### src/rtl/sync_fifo_pkg.sv
// Shared defaults and helpers for the synchronous FIFO and its pointer delay chain.
package sync_fifo_pkg;

  localparam int DEFAULT_DATA_WIDTH = 8;
  localparam int DEFAULT_ADDR_WIDTH = 5;
  localparam int DEFAULT_DEPTH      = 2 ** DEFAULT_ADDR_WIDTH;

  // Widest pointer the Gray helper handles; callers cast down to their own width.
  localparam int MAX_PTR_WIDTH = 32;

  // Binary to reflected Gray code. Truncating the result to N bits gives the
  // same value as converting an N-bit pointer directly, since the input is zero-extended.
  function automatic logic [MAX_PTR_WIDTH-1:0] bin2gray(input logic [MAX_PTR_WIDTH-1:0] bin);
    return bin ^ (bin >> 1);
  endfunction

endpackage

### src/rtl/sync_fifo_if.sv
// Write/read handshake bundle of the synchronous FIFO.
interface sync_fifo_if
  import sync_fifo_pkg::*;
#(
  parameter int DATA_WIDTH = DEFAULT_DATA_WIDTH
);

  logic [DATA_WIDTH-1:0] i_wr_data;
  logic                  i_wr_en;
  logic                  o_Full_Flag;
  logic                  i_rd_en;
  logic [DATA_WIDTH-1:0] o_rd_data;
  logic                  o_Empty_Flag;

  // Producer/consumer side that drives requests into the FIFO.
  modport master (
    output i_wr_data, i_wr_en, i_rd_en,
    input  o_Full_Flag, o_rd_data, o_Empty_Flag
  );

  // The FIFO itself.
  modport slave (
    input  i_wr_data, i_wr_en, i_rd_en,
    output o_Full_Flag, o_rd_data, o_Empty_Flag
  );

endinterface

### src/rtl/fifo_ptr_delay.sv
// Register chain that delays a Gray pointer before the opposite side compares against it.
module fifo_ptr_delay #(
  parameter int WIDTH      = 6,
  parameter int NUM_STAGES = 2
) (
  input  logic             clk,
  input  logic             rst_n,
  input  logic [WIDTH-1:0] d,
  output logic [WIDTH-1:0] q
);

  genvar gi;
  generate
    for (gi = 0; gi < NUM_STAGES; gi++) begin : g_stage
      logic [WIDTH-1:0] src;
      logic [WIDTH-1:0] q_reg;

      if (gi == 0) begin : g_first
        assign src = d;
      end else begin : g_next
        assign src = g_stage[gi-1].q_reg;
      end

      // One pipeline stage, cleared immediately by reset.
      always_ff @(posedge clk or negedge rst_n) begin
        if (!rst_n) begin
          q_reg <= '0;
        end else begin
          q_reg <= src;
        end
      end
    end
  endgenerate

  assign q = g_stage[NUM_STAGES-1].q_reg;

endmodule

### src/rtl/sync_fifo.sv
// Single-clock FIFO with Gray pointers and delayed (conservative) full/empty flags.
module sync_fifo
  import sync_fifo_pkg::*;
#(
  parameter int DATA_WIDTH               = DEFAULT_DATA_WIDTH,
  parameter int ADDR_WIDTH               = DEFAULT_ADDR_WIDTH,
  parameter int ADDR_WIDTH_PLUS_OVERFLOW = DEFAULT_ADDR_WIDTH + 1,
  parameter int DEPTH                    = DEFAULT_DEPTH,
  parameter int NUM_STAGES               = 2
) (
  input  logic       i_clk,
  input  logic       i_RST,
  sync_fifo_if.slave bus
);

  localparam int PW = ADDR_WIDTH_PLUS_OVERFLOW;

  logic [DATA_WIDTH-1:0] mem [DEPTH];

  logic [PW-1:0]         wr_ptr_reg;
  logic [PW-1:0]         rd_ptr_reg;
  logic [PW-1:0]         wr_gray_reg;
  logic [PW-1:0]         rd_gray_reg;
  logic [PW-1:0]         wr_ptr_next;
  logic [PW-1:0]         rd_ptr_next;
  logic [PW-1:0]         wr_ptr_seen;
  logic [PW-1:0]         rd_ptr_seen;
  logic [DATA_WIDTH-1:0] rd_data_reg;
  logic                  full_flag;
  logic                  empty_flag;
  logic                  wr_accept;
  logic                  rd_accept;

  assign wr_accept   = bus.i_wr_en && !full_flag;
  assign rd_accept   = bus.i_rd_en && !empty_flag;
  assign wr_ptr_next = wr_ptr_reg + PW'(1);
  assign rd_ptr_next = rd_ptr_reg + PW'(1);

  // Empty compares our own Gray read pointer against the delayed write pointer;
  // full compares the Gray write pointer against the delayed read pointer with
  // its top two bits inverted (Gray equivalent of "one full lap ahead").
  assign empty_flag = (rd_gray_reg == wr_ptr_seen);
  assign full_flag  = (wr_gray_reg == {~rd_ptr_seen[PW-1:PW-2], rd_ptr_seen[PW-3:0]});

  assign bus.o_Empty_Flag = empty_flag;
  assign bus.o_Full_Flag  = full_flag;
  assign bus.o_rd_data    = rd_data_reg;

  // Storage array: write port only, no reset so it maps onto block RAM.
  always_ff @(posedge i_clk) begin
    if (wr_accept) begin
      mem[wr_ptr_reg[ADDR_WIDTH-1:0]] <= bus.i_wr_data;
    end
  end

  // Write pointer; the Gray copy is loaded from the next value so it moves on the same edge.
  always_ff @(posedge i_clk or negedge i_RST) begin
    if (!i_RST) begin
      wr_ptr_reg  <= '0;
      wr_gray_reg <= '0;
    end else if (wr_accept) begin
      wr_ptr_reg  <= wr_ptr_next;
      wr_gray_reg <= PW'(bin2gray(MAX_PTR_WIDTH'(wr_ptr_next)));
    end
  end

  // Read pointer and registered read data; an empty read returns zero.
  always_ff @(posedge i_clk or negedge i_RST) begin
    if (!i_RST) begin
      rd_ptr_reg  <= '0;
      rd_gray_reg <= '0;
      rd_data_reg <= '0;
    end else if (rd_accept) begin
      rd_ptr_reg  <= rd_ptr_next;
      rd_gray_reg <= PW'(bin2gray(MAX_PTR_WIDTH'(rd_ptr_next)));
      rd_data_reg <= mem[rd_ptr_reg[ADDR_WIDTH-1:0]];
    end else if (bus.i_rd_en) begin
      rd_data_reg <= '0;
    end
  end

  fifo_ptr_delay #(
    .WIDTH      (PW),
    .NUM_STAGES (NUM_STAGES)
  ) u_wr_delay (
    .clk   (i_clk),
    .rst_n (i_RST),
    .d     (wr_gray_reg),
    .q     (wr_ptr_seen)
  );

  fifo_ptr_delay #(
    .WIDTH      (PW),
    .NUM_STAGES (NUM_STAGES)
  ) u_rd_delay (
    .clk   (i_clk),
    .rst_n (i_RST),
    .d     (rd_gray_reg),
    .q     (rd_ptr_seen)
  );

endmodule

### src/flat_wrapper.sv
// flat-port wrapper written by rule: the top's interface ports become plain ports
module sync_fifo_flat import sync_fifo_pkg::*;
#(
  parameter int DATA_WIDTH               = DEFAULT_DATA_WIDTH,
  parameter int ADDR_WIDTH               = DEFAULT_ADDR_WIDTH,
  parameter int ADDR_WIDTH_PLUS_OVERFLOW = DEFAULT_ADDR_WIDTH + 1,
  parameter int DEPTH                    = DEFAULT_DEPTH,
  parameter int NUM_STAGES               = 2
)
  (i_clk, i_RST, bus_i_wr_data, bus_i_wr_en, bus_i_rd_en, bus_o_Full_Flag, bus_o_rd_data, bus_o_Empty_Flag);
  sync_fifo_if #(.DATA_WIDTH(DATA_WIDTH)) bus_i ();
  input  logic i_clk;
  input  logic i_RST;
  input wire logic [$bits(bus_i.i_wr_data)-1:0] bus_i_wr_data;
  input wire logic [$bits(bus_i.i_wr_en)-1:0] bus_i_wr_en;
  input wire logic [$bits(bus_i.i_rd_en)-1:0] bus_i_rd_en;
  output wire logic [$bits(bus_i.o_Full_Flag)-1:0] bus_o_Full_Flag;
  output wire logic [$bits(bus_i.o_rd_data)-1:0] bus_o_rd_data;
  output wire logic [$bits(bus_i.o_Empty_Flag)-1:0] bus_o_Empty_Flag;
  assign bus_i.i_wr_data = bus_i_wr_data;
  assign bus_i.i_wr_en = bus_i_wr_en;
  assign bus_i.i_rd_en = bus_i_rd_en;
  assign bus_o_Full_Flag = bus_i.o_Full_Flag;
  assign bus_o_rd_data = bus_i.o_rd_data;
  assign bus_o_Empty_Flag = bus_i.o_Empty_Flag;
  sync_fifo #(.DATA_WIDTH(DATA_WIDTH), .ADDR_WIDTH(ADDR_WIDTH), .ADDR_WIDTH_PLUS_OVERFLOW(ADDR_WIDTH_PLUS_OVERFLOW), .DEPTH(DEPTH), .NUM_STAGES(NUM_STAGES)) u_core (.i_clk(i_clk), .i_RST(i_RST), .bus(bus_i));
endmodule
### config.mk
export PLATFORM = sky130hd
export DESIGN_NAME = sync_fifo_flat
export DESIGN_NICKNAME = d
export VERILOG_FILES = /design/src/rtl/sync_fifo_pkg.sv /design/src/rtl/sync_fifo_if.sv /design/src/rtl/fifo_ptr_delay.sv /design/src/rtl/sync_fifo.sv /design/src/flat_wrapper.sv
export SDC_FILE = /design/constraint.sdc
export NUM_CORES = 1
export LEC_CHECK = 0
export ABC_AREA = 1
export CAP_MARGIN = 20
export CORE_MARGIN = 2
export CORE_UTILIZATION = 37
export DETAILED_ROUTE_END_ITERATION = 8
export SYNTH_ARGS = -nofsm -noshare
export SYNTH_HDL_FRONTEND = slang
export SYNTH_HIERARCHICAL = 1
export SYNTH_SLANG_ARGS = --single-unit
### constraint.sdc
create_clock -name i_clk -period 2.06 [get_ports i_clk]
set_input_delay 0.309 -clock i_clk [delete_from_list [all_inputs] [get_ports i_clk]]
set_output_delay 0.309 -clock i_clk [all_outputs]
set_load 0.03 [all_outputs]
# Word-level counts from Yosys, hierarchy flattened
# Memory sizes are Yosys's and may differ from the RTL's.
# Cells that the tools add are included.
dict set report op_classes {
  addsub 2
  n_mux 4
  n_bitwise 3
  n_reduce_logical 5
  n_eq_ne 2
}
# op count
set op_table {}
lappend op_table {{two-way mux 8 bit} 2}
lappend op_table {{adder 6 x 1 -> 6 bit (second input constant)} 2}
lappend op_table {{== test 6 bit} 2}
lappend op_table {{bitwise XOR 6 x 5 -> 6 bit} 2}
lappend op_table {{logical AND 1 bit} 2}
lappend op_table {{logical NOT 1 bit} 2}
lappend op_table {{two-way mux 1 bit} 2}
lappend op_table {{NOT 2 bit} 1}
lappend op_table {{nonzero test 2 bit} 1}
dict set report word_totals {
  output_inout_bits 10
  ram_bits 256
  inputBits 12
  ff_bits 56
  word_cells 26
  mem_count 1
}
# memory words width read_ports rd_ports_with_merged_regs write_ports line_no
set memory_table {}
lappend memory_table {u_core.mem 32 8 1 0 1 sync_fifo.sv:18} ;# logic [DATA_WIDTH-1:0] mem [DEPTH];

# Longest topological paths before layout
# Gate-level depths: netlist (run 1).
dict set report logic_depth {
  depth_word 6
  ltp_mapped 12
  mapped_depth_nobuf 10
}

# Hierarchy
# The synthesis (run 1) kept the hierarchy.
# mod cells_each area_per_inst_um2 seq_area_each_um2 n_inst
set modules_own_cells {}
lappend modules_own_cells {sync_fifo 1174 12280.5 8438.1 1}
lappend modules_own_cells {fifo_ptr_delay 12 300.3 300.3 2}

# Worst setup path after synthesis (run 1)
# No wires, ideal clock.
dict set report synth_timing {
  path_type {reg-to-reg}
  from {register u_core/wr_ptr_reg[5] (netlist name)}
  to {memory u_core/mem[24][0] (netlist bit) (enable)}
  period_less_slack_ns 1.792
  path_stages_with_launch 8
  slack_ns 0.268
  t_arrival_ns 1.421
  n_path_buf 0
  setup_time_ns 0.370
  cell_sequence {dfrtp_1 -> o21ai_0 -> nor2_1 -> nand3_1 -> nand2_1 -> inv_1 -> nand2_1 -> nor2_1}
}
# item line_no
set synth_rtl {}
lappend synth_rtl {{end, declared} sync_fifo.sv:18}

# Final worst setup path (run 1)
dict set report layout_timing {
  from {register u_core.rd_gray_reg[1]}
  to {output bus_o_Empty_Flag}
}
dict set report layout_via {
  elab_chain_len 1
}
# item line_no
set layout_rtl {}
lappend layout_rtl {{start, declared} sync_fifo.sv:23} ;# logic [PW-1:0] rd_gray_reg;
lappend layout_rtl {{start signal, assigned} sync_fifo.sv:75} ;# rd_gray_reg <= PW'(bin2gray(MAX_PTR_WIDTH'(rd_ptr_next)));
lappend layout_rtl {{== test 6 bit} sync_fifo.sv:42} ;# assign empty_flag = (rd_gray_reg == wr_ptr_seen);
lappend layout_rtl {{end, declared} flat_wrapper.sv:19} ;# output wire logic [$bits(bus_i.o_Empty_Flag)-1:0] bus_o_Empty_Flag;
# Every way passes these cells.

==> results.json, run 1 <==
{
  "synth.avg_cell_area_sq_um": 10.8,
  "antenna_found_initial": 0,
  "ys_seq_area_share_pct": 70.2,
  "drc": 0,
  "setup_viol_count_final": 0,
  "detail-route-antenna-nets": 0,
  "grt_pass1_wl_mm": 46.3,
  "tns_ns": 0,
  "maxCapViolations": 0,
  "ys_seq_elements": 310,
  "final_core_util_pct": 44.6,
  "dr_wl_met2_mm": 14.0,
  "p_comb_share_pct": 32.2,
  "top_layer": "met4",
  "routed_wl_mm": 30.3,
  "cp_data_arrival_time_ns": 1.63,
  "dr.pass1.iters": 5,
  "fin_skew_ns": 0.0168,
  "rr_worst_depth": 10,
  "nets": 1293,
  "seq_power_share_pct": 37.4,
  "dominantRegCellSynth": "edfxtp_1",
  "p_switching_mw": 7.36,
  "tritoncts": "built",
  "worst_slew_pin_slew_ns": 0.576,
  "p_int_mw": 14.0,
  "endpoint_kind": "output pin",
  "critPathKind": "flop to output pin",
  "p_leak_nw": 6.22,
  "yosysWarningCount": 6,
  "fill_cells": 3166,
  "synthCells": 1198,
  "dp_slack_ns": 0.124,
  "max_freq_mhz": 516,
  "hp-class": "primary input to asynchronous set/reset pin",
  "setup_ws_ns": 0.121,
  "dieArea_sq_um": 36300,
  "largest_reg_flops": 256,
  "async_reset_ff_share_pct": 17.4,
  "areaGrowthSynthToFinish_pct": 19.1,
  "via_per_inst": 4.80,
  "initial_core_util_pct": 37.5,
  "max_stage_delay_ns": 0.40,
  "wl_per_cell_um": 17.2,
  "synth_edf_count": 256,
  "grt_pass1_vias": 8284,
  "fin_crit_sh_pct": 94.1,
  "coreArea_sq_um": 34400,
  "crit_chain": "or2_0 -> a21oi_1 -> nand3_1 -> inv_1 -> clkbuf_4",
  "post-route-min-period_ns": 1.94,
  "placed_area_sq_um": 14100,
  "clock_tree.root_cell": "clkbuf_16",
  "hold_ws_ns": 0.234,
  "syn_nets": 1215,
  "ys_types": 25,
  "cp.required_ns": 1.75,
  "crit_fanout": 4,
  "r2r_start": "u_core/rd_ptr_reg[0]",
  "rsz0062_at_grt": "no",
  "htree_num_levels": 2,
  "drt_iter0_markers": 923,
  "dp_hpwl_mm": 18.8,
  "boundaryPins": 22,
  "final_cell_mix": "410 x nand2_1, 256 x edfxtp_1, 168 x nor2_1, 104 x nand3_1, 62 x inv_1",
  "via_count": 8427,
  "die_h_um": 191,
  "peakVddDrop_mv": 0.973,
  "p_clk_share_pct": 30.5,
  "cts_made_buffers": 34,
  "wl_met1_mm": 13.5,
  "dieWidth_um": 191,
  "grt_max_degree": 58,
  "syn_area_sq_um": 12900,
  "status": "finished, final reports clean",
  "switching_share_pct": 34.4,
  "cp_slowest_cell": "dfrtp_1",
  "wl_met3_mm": 2.13,
  "maxSlewViolCount": 0,
  "gp_congestion": 0.879,
  "clk_latency_ns": 0.51,
  "final_common_cell": "nand2_1",
  "cts_sinks": 310,
  "hold_viol": 0,
  "slew_headroom_pct": 61.4,
  "clk_pin_slew_worst_paths_ns": 0.06,
  "pwr_density_cell_nw_per_um2": 1390,
  "stdcell_area_sq_um": 15300,
  "portBuffers": 21,
  "cts_buffer_depth": 3,
  "ff2ff_setup_slack_ns": 0.17,
  "row_count": 68,
  "track_usage_pct": 17.1,
  "overflow": 0,
  "final_layout_size_suffix_gt1_share_pct": 10.8,
  "start_kind": "flop",
  "antenna_cells": 0,
  "regToRegEndpoint": "u_core/bus.o_rd_data[5]"
}
worst max path at each step:
stage                                      from           endpoint  slack [ns]  depth (start not counted)
after floorplan            u_core/wr_ptr_reg[5]  u_core/mem[24][0]        0.27                          7
after global placement              bus_i_wr_en  u_core/mem[21][6]        0.14                          7
after detailed placement  u_core/rd_gray_reg[1]   bus_o_Empty_Flag        0.12                          5
after CTS                 u_core/rd_gray_reg[1]   bus_o_Empty_Flag        0.05                          5
after global routing      u_core/rd_gray_reg[1]   bus_o_Empty_Flag        0.01                          5
final                     u_core/rd_gray_reg[1]   bus_o_Empty_Flag        0.12                          5
per-stage QoR:
step	total power, mW	instances
final	21.4	1756
after global routing	22.6	1756
after CTS	21.5	1755
after detailed placement	15.0	1693
after global placement	14.9	1693
after floorplan	12.5	1198
power groups by stage:
stage          Sequential [mW]  Clock, mW  Combinational, mW
2_1_floorplan             8.11          0               4.40
3_3_place_gp              8.10          0               6.82
3_5_place_dp              8.11          0               6.84
4_1_cts                   8.00       6.63               6.88
5_1_grt                   8.07       6.89               7.67
6_report                  7.99       6.51               6.88
synth_stat cells, types with 2 or more instances:
cell,instances,share of area [%]
inv_2,2,0.058
ha_1,5,0.49
o21ai_0,40,1.6
buf_2,28,1.1
a21oi_1,9,0.35
clkbuf_1,11,0.32
xor2_1,17,1.2
nor2_4,2,0.17
nor2_1,168,4.9
dfrtp_1,54,10
nand3_1,104,4.0
buf_4,6,0.35
nand2_1,410,12
inv_1,63,1.8
clkinv_1,2,0.058
buf_6,8,0.70
xnor2_1,4,0.27
edfxtp_1,256,60
o22ai_1,3,0.15
worst max-delay path, delay by kind of cell (launching register included):
family,cells,cell delay (ns)
AOI/OAI and AO/OA,1,0.15
buffers and inverters,2,0.25
DFF,1,0.40
and+or+nand+nor,2,0.31
layout make-up:
cell class                      count  area, sq um  share of cell area (%)
Timing Repair Buffer               95          981                    6.39
Clock inverter                     20          279                    1.82
Sequential cell                   310         9040                    59.0
Multi-Input combinational cell    767         3270                    21.3
Clock buffer                       41          941                    6.13
Tap cell                          455          569                    3.71
Inverter                           68          258                    1.68
cells by family after synthesis:
kind of cell | share of synthesized area (%)
xor gates and xnor gates | 1.55
adders and majority gates | 0.486
DFF | 70.2
AOI/OAI and AO/OA | 2.09
buffers and inverters | 4.46
and+or+nand+nor | 21.2
metal layers:
metal / up-vias / global-route usage [%]
met5: - / 0
met4: 0 / 4.98
met3: 51 / 3.17
met2: 248 / 27.4
met1: 4037 / 23.7
li1: 4091 / -
what timing repair did:
action | CTS | global route
setup endpoints to repair | 2 | 144
buffers inserted | 0 | 1
hold buffers | 1 | 0
pin swaps | 0 | 1
hold endpoints to repair | 12 | 0
gates resized for setup | 8 | 5
No activity file was read; power rests on OpenSTA's default activity.
==> run 2: changes to the inputs <==
Settings changed: PLACE_DENSITY set to 0.59, REMOVE_ABC_BUFFERS set to 1.
==> run 2 against run 1 <==
Net effect:
- final cell count grew 0.23%
- worst hold slack gained 0.086 ns
- first-iteration DRC count is 17% lower
- setup slack got worse by 0.027 ns
- utilization shrank 0.32 points
- critical path depth decreased by 4
- combinational power about the same
- register-to-register slack barely moved
- clock skew rose by 0.0068 ns
- final area fell by 0.72%
- largest power group unchanged
- global-route usage up 0.67 points
==> results.json, run 2 (synthesis gave the netlist of run 1 again) <==
{
  "status": "finished, final reports clean",
  "nets": 1298,
  "htree_num_levels": 2,
  "cts_made_buffers": 34,
  "crit_path_start": "u_core/bus.o_rd_data[0]",
  "regArea_sq_um": 9040,
  "maxSlewViolCount": 0,
  "fin_skew_ns": 0.0237,
  "hold_viol": 0,
  "detail-route-antenna-nets": 0,
  "cp_slowest_cell": "clkdlybuf4s50_1",
  "final_layout_size_suffix_gt1_share_pct": 10.7,
  "drt_iter0_markers": 769,
  "grt_max_degree": 66,
  "antenna_cells": 0,
  "clock_tree.root_cell": "clkbuf_16",
  "initial_core_util_pct": 37.5,
  "setup_viol_count_final": 0,
  "peakVddDrop_mv": 0.664,
  "routed_wl_mm": 31.3,
  "dp_hpwl_mm": 19.5,
  "row_count": 68,
  "cts_sinks": 310,
  "path_buf_inv": 1,
  "setup_ws_ns": 0.0945,
  "fill_cells": 3205,
  "dieArea_sq_um": 36300,
  "rr_worst_depth": 9,
  "wl_per_cell_um": 17.8,
  "drc": 0,
  "cp_top_family": "buffers and inverters",
  "clk_latency_ns": 0.52,
  "cp_data_arrival_time_ns": 1.66,
  "portBuffers": 21,
  "track_usage_pct": 17.7,
  "overflow": 0,
  "tns_ns": 0,
  "pwr_density_cell_nw_per_um2": 1370,
  "p_leak_nw": 6.17,
  "largest_reg_flops": 256,
  "coreArea_sq_um": 34400,
  "r2r_start": "u_core/rd_ptr_reg[0]",
  "start_kind": "flop",
  "worst_slew_pin_slew_ns": 0.603,
  "grt_pass1_wl_mm": 48.2,
  "maxCapViolations": 0,
  "via_count": 8483,
  "rsz0062_at_grt": "no",
  "busiest_layer": "met2",
  "hp-class": "primary input to asynchronous set/reset pin",
  "critPathKind": "flop to output pin",
  "clk_pin_slew_worst_paths_ns": 0.06,
  "dieWidth_um": 191,
  "die_h_um": 191,
  "max_freq_mhz": 509,
  "max_stage_delay_ns": 0.73,
  "grt_pass1_vias": 8339,
  "slew_headroom_pct": 59.5,
  "via_per_inst": 4.82,
  "antenna_found_initial": 1,
  "endpoint_kind": "output pin",
  "crit_chain": "clkdlybuf4s50_1",
  "multi_input_area_sq_um": 3270,
  "dp_slack_ns": 0.129,
  "gp_congestion": 0.845,
  "grtUsageMet2_pct": 29.1,
  "boundaryPins": 22,
  "dr.pass1.iters": 5,
  "cp.required_ns": 1.75,
  "tritoncts": "built",
  "final_common_cell": "nand2_1",
  "use_met3_pct": 2.65,
  "use_met1_pct": 24.2,
  "crit_fanout": 2,
  "areaGrowthSynthToFinish_pct": 18.2,
  "fin_crit_sh_pct": 95.4,
  "final_cell_mix": "410 x nand2_1, 256 x edfxtp_1, 167 x nor2_1, 104 x nand3_1",
  "ff2ff_setup_slack_ns": 0.16,
  "post-route-min-period_ns": 1.97,
  "regToRegEndpoint": "u_core/bus.o_rd_data[1]",
  "path_depth": 1,
  "cts_buffer_depth": 3
}
-- run 2: cell count changes in the layout (fill, tap and decap cells not counted), moves of 2 or more --
cell       change
clkinv_2       -3
clkbuf_1       +2
clkinv_4       -2
buf_4          +7
bufinv_16      -6
clkinv_1       +4
buf_12         -2
clkbuf_8       +3
-- run 2: worst max path at each step --
stage / end / slack [ns]
final: bus_o_rd_data[0] / 0.09
after global placement: u_core/mem[16][2] / 0.12
after floorplan: u_core/rd_gray_reg[4] / -2.92
after detailed placement: bus_o_Empty_Flag / 0.13
after global routing: u_core/bus.o_rd_data[1] / 0.002
after CTS: bus_o_Full_Flag / 0.003
-- run 2: per-stage QoR --
| step | total power, mW | instances | utilization (%) | hold WS [ns] | area (sq um) |
|---|---|---|---|---|---|
| 2_1_floorplan | 12.0 | 1145 | - | 0.0134 | 12600 |
| 3_3_place_gp | 15.0 | 1696 | 41.0 | 0.328 | 14100 |
| 3_5_place_dp | 15.0 | 1696 | 41.0 | 0.330 | 14100 |
| 4_1_cts | 20.9 | 1757 | 44.2 | 0.325 | 15200 |
| 5_1_grt | 22.1 | 1760 | 44.3 | 0.353 | 15200 |
| 6_report | 20.8 | 1760 | 44.3 | 0.320 | 15200 |
-- run 2: layout make-up --
class | instances | area share [%]
Clock buffer | 46 | 6.50
Timing Repair Buffer | 100 | 6.52
Inverter | 68 | 1.70
Multi-Input combinational cell | 767 | 21.5
Clock inverter | 14 | 0.690
Tap cell | 455 | 3.74
Sequential cell | 310 | 59.4
-- run 2: where the power goes --
group	switching (mW)	internal (mW)
Clock	2.37	3.51
Combinational	4.52	2.33
Sequential	0.501	7.57
-- run 2: per-layer routing --
metal / up-vias / part of all wire [%]
li1: 4105 / -
met4: 0 / 3.1
met5: - / 0
met3: 63 / 6.0
met2: 291 / 47
met1: 4024 / 43
-- run 2: what timing repair did --
| item | 4_1_cts | 5_1_grt |
|---|---|---|
| buffers inserted | 0 | 3 |
| endpoints found under the setup margin | 2 | 249 |
| gates resized for setup | 7 | 4 |
| hold buffers | 1 | 0 |
| endpoints found under the hold margin | 21 | 0 |
